[config.mk]
export PLATFORM = sky130hd
export DESIGN_NAME = i2s_sample_fifo
export DESIGN_NICKNAME = d
export VERILOG_FILES = /design/src/rtl/i2s_sample_fifo.sv
export SDC_FILE = /design/constraint.sdc
export NUM_CORES = 1
export LEC_CHECK = 0
export BUFFER_PORTS_ARGS = -buffer_cell sky130_fd_sc_hd__buf_2
export CAP_MARGIN = 5
export CELL_PAD_IN_SITES_DETAIL_PLACEMENT = 0
export CELL_PAD_IN_SITES_GLOBAL_PLACEMENT = 1
export CORE_MARGIN = 2
export CORE_UTILIZATION = 57
export CTS_BUF_LIST = sky130_fd_sc_hd__clkbuf_16
export DETAILED_ROUTE_END_ITERATION = 16
export PLACE_DENSITY_LB_ADDON = 0.1
export SLEW_MARGIN = 10
export SYNTH_ARGS = -nofsm -noshare
export SYNTH_HDL_FRONTEND = slang
export SYNTH_SLANG_ARGS = --single-unit
[constraint.sdc]
create_clock -name bclk -period 5.42 [get_ports bclk]
set_input_delay 0.271 -clock bclk [delete_from_list [all_inputs] [get_ports bclk]]
set_output_delay 0.271 -clock bclk [all_outputs]
set_load 0.005 [all_outputs]
[src/rtl/i2s_sample_fifo.sv]
// Circular-buffer sample FIFO for an I2S receiver path: first-word fall-through, sticky overflow/underflow flags.
// Optional occupancy outputs (level, max_level) are enabled by defining I2S_SAMPLE_FIFO_LEVEL_EN.
module i2s_sample_fifo #(
    parameter int data_width = 24,
    parameter int depth_log2 = 3
) (
    input  logic                         bclk,
    input  logic                         rst,
    input  logic signed [data_width-1:0] in_sample,
    input  logic                         in_valid,
    output logic signed [data_width-1:0] out_sample,
    output logic                         out_valid,
    input  logic                         out_ready,
    input  logic                         clear_flags,
    output logic                         overflow,
    output logic                         underflow
`ifdef I2S_SAMPLE_FIFO_LEVEL_EN
    ,
    output logic [depth_log2:0]          level,
    output logic [depth_log2:0]          max_level
`endif
);

    localparam int depth = 2 ** depth_log2;
    localparam logic [depth_log2:0] full_count = {1'b1, {depth_log2{1'b0}}};

    logic signed [data_width-1:0] mem_q [depth];
    logic [depth_log2-1:0] wr_ptr_q, wr_ptr_d;
    logic [depth_log2-1:0] rd_ptr_q, rd_ptr_d;
    logic [depth_log2:0]   count_q, count_d;
    logic                  overflow_q, overflow_d;
    logic                  underflow_q, underflow_d;
    logic                  rd_en, wr_en;

    always_comb begin
        rd_en       = (count_q != '0) && out_ready;
        // A full FIFO still accepts a write when a read frees the head slot in the same cycle.
        wr_en       = in_valid && ((count_q != full_count) || rd_en);
        wr_ptr_d    = wr_ptr_q;
        rd_ptr_d    = rd_ptr_q;
        count_d     = count_q;
        if (wr_en) wr_ptr_d = wr_ptr_q + 1'b1;
        if (rd_en) rd_ptr_d = rd_ptr_q + 1'b1;
        case ({wr_en, rd_en})
            2'b10:   count_d = count_q + 1'b1;
            2'b01:   count_d = count_q - 1'b1;
            default: count_d = count_q;
        endcase
        // Set events OR in after the clear term so a same-cycle event wins over clear_flags.
        overflow_d  = (in_valid && (count_q == full_count) && !rd_en) || (overflow_q && !clear_flags);
        underflow_d = (out_ready && (count_q == '0)) || (underflow_q && !clear_flags);
    end

    // NOTE: sequential state uses non-blocking assignments so every register samples pre-edge values.
    always_ff @(posedge bclk) begin
        if (!rst) begin
            wr_ptr_q    <= '0;
            rd_ptr_q    <= '0;
            count_q     <= '0;
            overflow_q  <= 1'b0;
            underflow_q <= 1'b0;
        end else begin
            wr_ptr_q    <= wr_ptr_d;
            rd_ptr_q    <= rd_ptr_d;
            count_q     <= count_d;
            overflow_q  <= overflow_d;
            underflow_q <= underflow_d;
        end
    end

    // NOTE: storage has no reset; an entry is only visible once count covers it, so stale contents are harmless.
    always_ff @(posedge bclk) begin
        if (rst && wr_en) mem_q[wr_ptr_q] <= in_sample;
    end

    assign out_sample = mem_q[rd_ptr_q];
    assign out_valid  = (count_q != '0);
    assign overflow   = overflow_q;
    assign underflow  = underflow_q;

`ifdef I2S_SAMPLE_FIFO_LEVEL_EN
    logic [depth_log2:0] max_level_q, max_level_d;

    // Clearing restarts the high-water mark from the occupancy reached on the same edge.
    always_comb begin
        max_level_d = max_level_q;
        if (clear_flags || (count_d > max_level_q)) max_level_d = count_d;
    end

    always_ff @(posedge bclk) begin
        if (!rst) max_level_q <= '0;
        else      max_level_q <= max_level_d;
    end

    assign level     = count_q;
    assign max_level = max_level_q;
`endif

endmodule

==> results.yml <==
route:
  first_pass_iters: 4
  wl_met1_microns: 6010
  wl_per_cell_microns: 22.0
  totalWireLength_microns: 14000
  highest_layer: "met4"
  viasPerCell: 5.87
  wl_met3_microns: 874
  drc_errors: 0
  ant_nets: 0
  vias: 3724
  drt_iter0_markers: 362
  wl_met2_microns: 6800
synth:
  avgSynthCellArea_sq_um: 22.0
  synth-simple-area-share_pct: 2.97
  synth-warning-count: 0
  async_flop_share_pct: 0
  ys_types: 42
  synth_edf_count: 192
  yosysTopAreaCell: "edfxtp_1"
  syn-num-nets: 398
  synth_cells: 366
  synth.mux.area_fraction_pct: 17.1
  syn_area_sq_mm: 0.00806
  synthXorXnorAreaFrac_pct: 0.869
  ys_seq_area_share_pct: 75.3
  synth_area_leaders: "edfxtp_1, mux4_2, dfxtp_1"
  synth-seq-cells: 207
  synth_adder_area_share_pct: 0.466
  netlist.area_leader.share_pct: 71.5
  synth_flop_cell: "edfxtp_1"
  synth_top_family_by_area: "multiplexers"
  synth_compound_area_share_pct: 1.83
sta:
  slew_viol_final: 0
  clock_skew_ps: 15.7
  relSlewSlack_pct: 29.9
  worst_pin_slew_ps: 1050
  setup_viol: 0
  fin_crit_ps: 2830
  rsz0062_at_grt: "no"
  hold_viol_final: 0
  fmax_mhz: 353
  finalCritPeriodShare_pct: 52.2
  setup-tns-final_ps: 0
floorplan:
  ios: 56
  die_h_microns: 123
  dieArea_sq_mm: 0.0151
  rows: 43
  die_w_microns: 123
  start_util_pct: 58.3
  core_area_sq_mm: 0.0138
grt:
  grt_util_all_layers_pct: 19.9
  grt_pass1_wl_microns: 22100
  grt_max_degree: 49
  grt_pass1_vias: 3969
  grt_overflow: 0
  antenna_found_initial: 1
setup_path:
  cp_max_fo: 48
  cp-start-kind: "flip-flop"
  rrSetupSlack_ps: 2950
  critPathRequiredTime_ps: 5150
  arrival_ps: 2560
  critPathBufInv: 1
  end_kind: "output port"
  crit_path_cell_trace: "mux4_2 > mux2_2 > buf_2"
  path_class: "reg -> out"
  cp_slowest_cell: "dfxtp_4"
  cp_top_family: "flip-flops"
  critPathMaxStageDelay_ps: 980
power:
  swShare_pct: 24.1
  seqPwrFrac_pct: 49.6
  power_density_mw_per_mm2: 421
  p_int_uw: 2950
  combPwrFrac_pct: 16.0
  leakage_uw: 0.00298
  pwr-share-clk_pct: 34.4
  ir_drop_mv: 0.433
  power.switching_uw: 937
clocking:
  cts_resized: 0
  cts.sinks: 207
  insertion_delay_ps: 490
  cts_tree: "yes"
  root_buffer: "clkbuf_16"
  post_cts_buffers: 0
  clk_path_buf_depth: 3
  hold_buffers: 0
  path_clk_slew_ps: 60
  cts_max_level: 1
  cts_buffers: 21
flow_run:
  cap_viol_max_count: 0
place:
  hpwl_microns: 8000
  numPortBuffers: 55
  gp_congestion: 0.756
  placed_cells: 595
hold_path:
  worst_hold_path_type: "in -> reg"
final_layout:
  layout-drive-gt1-share_pct: 41.5
  fin_nets: 470
  area_delta_synth_final_pct: 14.6
  post-route-util_pct: 66.8
  fin_cells: 634
  nFillCells: 905
status:
  outcome: "finished clean"
-- logic make-up (layout without fill, tap and decap cells) --
kind of cell | Yosys count | count (layout)
flops | 207 | 207
mux | 75 | 75
simple gates | 39 | 39
buf+inv | 21 | 108
compound gates | 13 | 13
xor+xnor | 8 | 8
fa+ha+maj | 3 | 3
other cells | 0 | 1
-- worst register-to-register path, cell delays in order (launching register included) --
cell	delay [ps]
dfxtp_1	550
or3_4	260
o21ai_4	110
nor3_2	850
buf_4	400
-- layer usage --
metal  up-vias  GRT usage (%)
met5         -              0
met4         0           6.03
met3        23           3.41
met2       118           31.8
met1      1919           28.6
li1       1664              -
-- synthesized netlist by cell type (all sizes together), types with 2 or more instances --
master,n
nor2b,6
xnor2,7
o211ai,4
nand2b,2
mux2,24
ha,3
edfxtp,192
nor4,2
clkbuf,8
nor3,4
nand2,4
mux4,48
nand4b,2
mux2i,3
dfxtp,15
and2,6
buf,10
inv,3
or3,2
nor2,4
o311ai,2
-- registers in the layout, summed over array words and instances (netlist names), named ones only --
| register | count |
|---|---|
| count_q | 4 |
| mem_q | 192 |
| overflow | 1 |
| rd_ptr_q | 3 |
| underflow | 1 |
| wr_ptr_q | 3 |
-- path summary, 6_finish.rpt --
path	startpoint	to	cells past startpoint
worst min register to register	rd_ptr_q[2]	flip-flop	2
worst max-delay path	flip-flop	out_sample[5]	3
worst max register to register	count_q[2]	mem_q[3][19]	4
worst min-delay path	in_sample[17]	mem_q[1][17]	1
-- power groups by stage --
| stage | Combinational [uW] | Clock (uW) | Sequential, uW |
|---|---|---|---|
| 2_1_floorplan | 589 | 0 | 1850 |
| 3_3_place_gp | 622 | 0 | 1970 |
| 3_5_place_dp | 631 | 0 | 1970 |
| 4_1_cts | 635 | 1360 | 1940 |
| 5_1_grt | 680 | 1440 | 1960 |
| 6_report | 624 | 1340 | 1930 |
-- per-stage QoR --
step           total power (uW)  setup WS (ps)  instance area [sq um]  hold slack, ps
2_1_floorplan              2440           1770                   8060             370
3_3_place_gp               2590           2890                   8590             519
3_5_place_dp               2600           2750                   8590             517
4_1_cts                    3940           2500                   9230            23.8
5_1_grt                    4070           2380                   9230            22.1
6_report                   3890           2590                   9230            42.4
-- final cells by class --
class	count	area [sq um]	area share [%]
Tap cell	180	225	2.44
Timing Repair Buffer	67	365	3.96
Antenna cell	1	2.50	0.0271
Sequential cell	207	6070	65.8
Inverter	3	11.3	0.122
Multi-Input combinational cell	138	1910	20.7
Clock buffer	21	526	5.69
Clock inverter	17	119	1.29
-- cell usage in the layout, fill, tap and decap left out, types with 3 or more instances in the layout --
cell type,count
edfxtp_1,192
buf_2,55
mux4_2,48
mux2_2,24
clkbuf_16,21
dfxtp_1,13
buf_4,12
xnor2_1,7
clkinv_1,7
and2_1,6
nor2b_1,6
nor3_2,4
nand2_1,4
clkinv_2,4
inv_1,3
mux2i_1,3
ha_1,3
(Power assumes the default switching activity.)
